### src/rtl/mips_pkg.sv
// mips_pkg: shared arbiter types for the unified-memory
// arbiter, the hazard logic and the bench.
package mips_pkg;

  typedef enum logic [1:0] {
    ARB_IDLE   = 2'd0,
    ARB_GNT_DM = 2'd1,
    ARB_GNT_IF = 2'd2
  } arb_state_t;

  typedef enum logic {
    GNT_IF = 1'b0,
    GNT_DM = 1'b1
  } gnt_t;

endpackage

### src/rtl/mem_arb_if.sv
// mem_arb_if: single-port memory bus between the arbiter
// (master) and the unified memory (slave).
interface mem_arb_if #(
  parameter int AW = 32,
  parameter int DW = 32
);
  logic          mem_req;
  logic          mem_we;
  logic [AW-1:0] mem_addr;
  logic [DW-1:0] mem_wdata;
  logic [DW-1:0] mem_rdata;
  logic          mem_ready;

  modport master (
    output mem_req, mem_we, mem_addr, mem_wdata,
    input  mem_rdata, mem_ready
  );

  modport slave (
    input  mem_req, mem_we, mem_addr, mem_wdata,
    output mem_rdata, mem_ready
  );
endinterface

### src/rtl/arb_wdog.sv
// arb_wdog: wait-cycle counter for a granted access;
// expired once it has counted TIMEOUT stalled cycles.
module arb_wdog #(
  parameter int TIMEOUT = 15
) (
  input  logic clk,
  input  logic rst_n,
  input  logic clr,
  input  logic en,
  output logic expired
);
  localparam int W = $clog2(TIMEOUT + 1);

  logic [W-1:0] cnt;

  always_ff @(posedge clk or negedge rst_n) begin
    if (!rst_n) begin
      cnt <= '0;
    end else if (clr) begin
      cnt <= '0;
    end else if (en) begin
      cnt <= cnt + 1'b1;
    end
  end

  assign expired = (cnt == W'(TIMEOUT));
endmodule

### src/rtl/mem_arb.sv
// mem_arb: serialises IF fetches and MEM loads/stores onto
// one unified memory port, with alternating tie-break.
import mips_pkg::*;

module mem_arb #(
  parameter int AW      = 32,
  parameter int DW      = 32,
  parameter int TIMEOUT = 15
) (
  input  logic          clk,
  input  logic          rst_n,
  input  logic          if_req,
  input  logic [AW-1:0] if_addr,
  output logic [DW-1:0] if_rdata,
  output logic          if_valid,
  input  logic          dm_req,
  input  logic          dm_we,
  input  logic [AW-1:0] dm_addr,
  input  logic [DW-1:0] dm_wdata,
  output logic [DW-1:0] dm_rdata,
  output logic          dm_valid,
  mem_arb_if.master     mem,
  output logic          stall_if,
  output logic          stall_mem,
  output logic          timeout_err
);
  localparam logic [1:0] IDLE = ARB_IDLE;
  localparam logic [1:0] S_DM = ARB_GNT_DM;
  localparam logic [1:0] S_IF = ARB_GNT_IF;

  logic [1:0] state;
  gnt_t       last_gnt;
  logic       if_ok;
  logic       dm_ok;
  logic       pick_dm;
  logic       grant;
  logic       busy;
  logic       done;
  logic       expired;

  // a requester in its valid cycle is already served
  assign if_ok   = if_req & ~if_valid;
  assign dm_ok   = dm_req & ~dm_valid;
  assign pick_dm = dm_ok & (~if_ok | (last_gnt == GNT_IF));
  assign grant   = (state == IDLE) & (if_ok | dm_ok);
  assign busy    = (state != IDLE);
  assign done    = mem.mem_req & mem.mem_ready;

  assign stall_if  = if_req & ~if_valid;
  assign stall_mem = dm_req & ~dm_valid;

  arb_wdog #(.TIMEOUT(TIMEOUT)) u_wdog (
    .clk     (clk),
    .rst_n   (rst_n),
    .clr     (grant),
    .en      (busy & ~mem.mem_ready & ~expired),
    .expired (expired)
  );

  always_ff @(posedge clk or negedge rst_n) begin
    if (!rst_n) begin
      state         <= IDLE;
      last_gnt      <= GNT_IF;
      mem.mem_req   <= 1'b0;
      mem.mem_we    <= 1'b0;
      mem.mem_addr  <= '0;
      mem.mem_wdata <= '0;
      if_valid      <= 1'b0;
      dm_valid      <= 1'b0;
      if_rdata      <= '0;
      dm_rdata      <= '0;
      timeout_err   <= 1'b0;
    end else begin
      if_valid <= 1'b0;
      dm_valid <= 1'b0;
      case (state)
        IDLE: begin
          if (grant) begin
            state         <= pick_dm ? S_DM : S_IF;
            mem.mem_req   <= 1'b1;
            mem.mem_we    <= pick_dm & dm_we;
            mem.mem_addr  <= pick_dm ? dm_addr : if_addr;
            mem.mem_wdata <= pick_dm ? dm_wdata : '0;
          end
        end
        S_DM, S_IF: begin
          // completion wins over a same-cycle watchdog expiry
          if (done | expired) begin
            state         <= IDLE;
            mem.mem_req   <= 1'b0;
            mem.mem_we    <= 1'b0;
            mem.mem_addr  <= '0;
            mem.mem_wdata <= '0;
            last_gnt      <= (state == S_DM) ? GNT_DM : GNT_IF;
            if (!done) begin
              timeout_err <= 1'b1;
            end
            if (state == S_DM) begin
              dm_valid <= 1'b1;
              dm_rdata <= (done & ~mem.mem_we) ? mem.mem_rdata : '0;
            end else begin
              if_valid <= 1'b1;
              if_rdata <= done ? mem.mem_rdata : '0;
            end
          end
        end
        default: state <= IDLE;
      endcase
    end
  end
endmodule

### src/flat_wrapper.sv
// flat-port wrapper written by rule: the top's interface ports become plain ports
module mem_arb_flat 
#(
  parameter int AW      = 32,
  parameter int DW      = 32,
  parameter int TIMEOUT = 15
)
  (clk, rst_n, if_req, if_addr, if_rdata, if_valid, dm_req, dm_we, dm_addr, dm_wdata, dm_rdata, dm_valid, stall_if, stall_mem, timeout_err, mem_mem_req, mem_mem_we, mem_mem_addr, mem_mem_wdata, mem_mem_rdata, mem_mem_ready);
  mem_arb_if #(.AW(AW), .DW(DW)) mem_i ();
  input  logic clk;
  input  logic rst_n;
  input  logic if_req;
  input  logic [AW-1:0] if_addr;
  output logic [DW-1:0] if_rdata;
  output logic if_valid;
  input  logic dm_req;
  input  logic dm_we;
  input  logic [AW-1:0] dm_addr;
  input  logic [DW-1:0] dm_wdata;
  output logic [DW-1:0] dm_rdata;
  output logic dm_valid;
  output logic stall_if;
  output logic stall_mem;
  output logic timeout_err;
  output wire logic [$bits(mem_i.mem_req)-1:0] mem_mem_req;
  output wire logic [$bits(mem_i.mem_we)-1:0] mem_mem_we;
  output wire logic [$bits(mem_i.mem_addr)-1:0] mem_mem_addr;
  output wire logic [$bits(mem_i.mem_wdata)-1:0] mem_mem_wdata;
  input wire logic [$bits(mem_i.mem_rdata)-1:0] mem_mem_rdata;
  input wire logic [$bits(mem_i.mem_ready)-1:0] mem_mem_ready;
  assign mem_mem_req = mem_i.mem_req;
  assign mem_mem_we = mem_i.mem_we;
  assign mem_mem_addr = mem_i.mem_addr;
  assign mem_mem_wdata = mem_i.mem_wdata;
  assign mem_i.mem_rdata = mem_mem_rdata;
  assign mem_i.mem_ready = mem_mem_ready;
  mem_arb #(.AW(AW), .DW(DW), .TIMEOUT(TIMEOUT)) u_core (.clk(clk), .rst_n(rst_n), .if_req(if_req), .if_addr(if_addr), .if_rdata(if_rdata), .if_valid(if_valid), .dm_req(dm_req), .dm_we(dm_we), .dm_addr(dm_addr), .dm_wdata(dm_wdata), .dm_rdata(dm_rdata), .dm_valid(dm_valid), .mem(mem_i), .stall_if(stall_if), .stall_mem(stall_mem), .timeout_err(timeout_err));
endmodule
### config.mk
export PLATFORM = sky130hd
export DESIGN_NAME = mem_arb_flat
export DESIGN_NICKNAME = d
export VERILOG_FILES = /design/src/rtl/mips_pkg.sv /design/src/rtl/mem_arb_if.sv /design/src/rtl/arb_wdog.sv /design/src/rtl/mem_arb.sv /design/src/flat_wrapper.sv
export SDC_FILE = /design/constraint.sdc
export NUM_CORES = 1
export LEC_CHECK = 0
export ABC_AREA = 1
export CORE_UTILIZATION = 46
export CTS_BUF_LIST = sky130_fd_sc_hd__clkbuf_16
export CTS_CLUSTER_SIZE = 40
export DETAILED_ROUTE_END_ITERATION = 10
export PLACE_DENSITY = 0.87
export SETUP_SLACK_MARGIN = 0.02
export SLEW_MARGIN = 15
export SYNTH_ARGS = -nofsm -noshare
export SYNTH_HDL_FRONTEND = slang
export SYNTH_HIERARCHICAL = 1
export SYNTH_SLANG_ARGS = --single-unit
### constraint.sdc
create_clock -name clk -period 5.1 [get_ports clk]
set_input_delay 1.275 -clock clk [delete_from_list [all_inputs] [get_ports clk]]
set_output_delay 1.275 -clock clk [all_outputs]
set_load 0.05 [all_outputs]
==> impl_metrics.ini <==
[pwr]
switchingPower_mw = 3.31
peakVddDrop_mv = 0.387
power_frac_comb = 0.555
p_sw_frac = 0.488
sequentialPowerShare = 0.268
p_per_area_nw_per_um2 = 715
clockPowerShare = 0.177
intPower_mw = 3.46
leakage_nw = 4.62
power_mw = 6.77

[routing]
vias = 5937
drt_iter0_markers = 626
vias_per_cell = 5.06
avgRoutedWirePerCell_um = 16.1
ant_nets = 0
drt_pass1_iterations = 5
wirelength_um = 18900
drc_errors = 0

[sta]
worst_slack_ns = 1.08
holdWs_ns = 0.479
maxSlewHeadroom = 0.295
fin_crit_sh = 0.789
rsz0062_at_grt = false
max_freq_mhz = 249
skew_ns = 0.00847
finalSetupViolCount = 0
slew_violations = 0
hold_viol = 0
fin_setup_tns_ns = 0
tightest_slew_ns = 1.06
period_minus_slack_ns = 4.02

[final_layout]
fillCellCount = 929
final_cell_area_um2 = 9470
multiInputGateArea_um2 = 2250
syn2layout_area_growth_pct = 54.1
nNetsFinal = 1126
seqCellArea_um2 = 3500
drive_above_1_share = 0.0479
antennaDiodeCount = 0

[global_route]
grt_pass1_wl_um = 30600
grt_overflow_total = 0
grt_max_degree = 113
grt_usage = 0.282
grt_pass1_vias = 5806
antenna_found_initial = 1

[critical_path]
worstPathArrival_ns = 2.75
worstPathRequired_ns = 3.83
path_max_fanout = 3
cp-end-kind = output pin
critical_path_class = input port to output pin
start_kind = input port

[clocking]
cts_tree = yes
cts_sinks = 140
clk_latency_ns = 0.41
post-cts-setup-buffer-count = 0
ctsResizeCount = 0
root_buffer = clkbuf_16
clkTransAtPathRegs_ns = 0.05
ctsHtreeMaxLevel = 4
clockBufferDepth = 2
holdBufCountCts = 0
cts_made_buffers = 17

[placed_design]
dpl.hpwl_um = 12900
postPlaceCellArea_um2 = 8910
routabilityCongestion = 0.804
place.port_buffers = 268
place_ws_ns = 1.06

[logic_synthesis]
synth_nets = 872
yosysSeqAreaShare = 0.570
syn_avg_cell_area_um2 = 8.36
synth_seq_cells = 140
synthCells = 735
yosys_warnings = 6
syn_area_um2 = 6150
netlist-cell-type-count = 19

[floorplan]
die-area_um2 = 13800
start_util = 0.479
io_pins = 269
rows = 41
dieWidth_um = 118
core_area_um2 = 12800
die_y_um = 118

[worst_hold_path]
hp-class = register to register

[job]
cap_violations = 0

[status]
status = complete, no violations
-- flip-flops by register name (all words and copies together), names as in the netlist --
| signal | flops |
|---|---|
| u_core/state | 2 |
| u_core/dm_valid | 1 |
| u_core/mem.mem_addr | 32 |
| u_core/if_rdata | 32 |
| u_core/u_wdog/cnt | 4 |
| u_core/mem.mem_req | 1 |
| u_core/if_valid | 1 |
| u_core/last_gnt | 1 |
| u_core/timeout_err | 1 |
| u_core/mem.mem_we | 1 |
| u_core/mem.mem_wdata | 32 |
| u_core/dm_rdata | 32 |
-- power groups by stage --
stage	Combinational, mW	Sequential, mW	Clock, mW
global placement	3.69	1.81	0
global route	3.97	1.87	1.27
detailed placement	3.75	1.82	0
CTS	3.77	1.82	1.21
finish	3.76	1.82	1.20
floorplan	0.965	3.32	0
-- layer usage --
metal  up-vias  global-route usage  wire (µm)
met5         -                   0         13
met4         2               0.125        514
met3        34              0.0528       1150
met2       244               0.463       9450
met1      2829               0.365       7740
li1       2828                   -          -
-- critical path, stage by stage --
cell and delay (ns):
clkdlybuf4s50_1 0.45, nand2_1 0.12, inv_2 0.10, clkdlybuf4s50_1 0.80
-- worst paths after layout --
kind | start | endpoint | slack, ns | cells after the start
max in group asynchronous | rst_n | u_core/mem.mem_addr[10] | 3.09 | 2
min in group asynchronous | rst_n | u_core/dm_rdata[23] | 0.98 | 1
setup / recovery | dm_req | stall_mem | 1.08 | 4
hold / removal | u_core/mem.mem_wdata[26] | u_core/mem.mem_wdata[26] | 0.48 | 2
hold reg to reg | u_core/mem.mem_wdata[26] | u_core/mem.mem_wdata[26] | 0.48 | 2
setup reg to reg | u_core/u_wdog/cnt[0] | u_core/mem.mem_addr[18] | 2.43 | 10
-- layout make-up --
cell class,count,area share
clock inverter,15,0.0148
inverter,45,0.0178
clock buffer,17,0.0449
timing repair buffer,279,0.292
sequential,140,0.370
multi-input combinational,506,0.238
tap,172,0.0227
-- kinds of logic after synthesis --
kind of cell / Yosys count / synth area share
DFF: 140 / 0.570
and+or+nand+nor: 434 / 0.302
AOI/OAI and AO/OA: 69 / 0.0568
buffers and inverters: 89 / 0.0653
adders and majority gates: 3 / 0.00611
-- synth_stat cells (all sizes together) --
library cell  number  area [µm²]
nor2              13        56.3
nand3             69         345
inv               45         169
a21oi              2        10.0
ha                 3        37.5
nand2            318        1200
nand3b            32         240
buf               26         165
o21ai             66         330
clkbuf            18        67.6
and3               1        6.26
nor3               1        5.00
a31o               1        8.76
dfrtp            140        3500
-- metrics by stage --
stage	util	std cells
after floorplan	-	735
after global placement	0.695	1142
after detailed placement	0.695	1142
after CTS	0.739	1174
after global routing	0.739	1174
final	0.739	1174
-- cell usage in the layout, fill, tap and decap left out, types with 4 or more instances in the layout --
cell type / n
buf_4: 11
clkbuf_16: 17
clkdlybuf4s50_1: 267
clkinv_1: 4
clkinv_2: 4
dfrtp_1: 140
inv_1: 48
nand2_1: 314
nand2_2: 4
nand3_1: 68
nand3b_1: 32
nor2_1: 8
nor2_2: 5
o21ai_0: 66
Note: power is estimated with default switching activity, not from simulation.
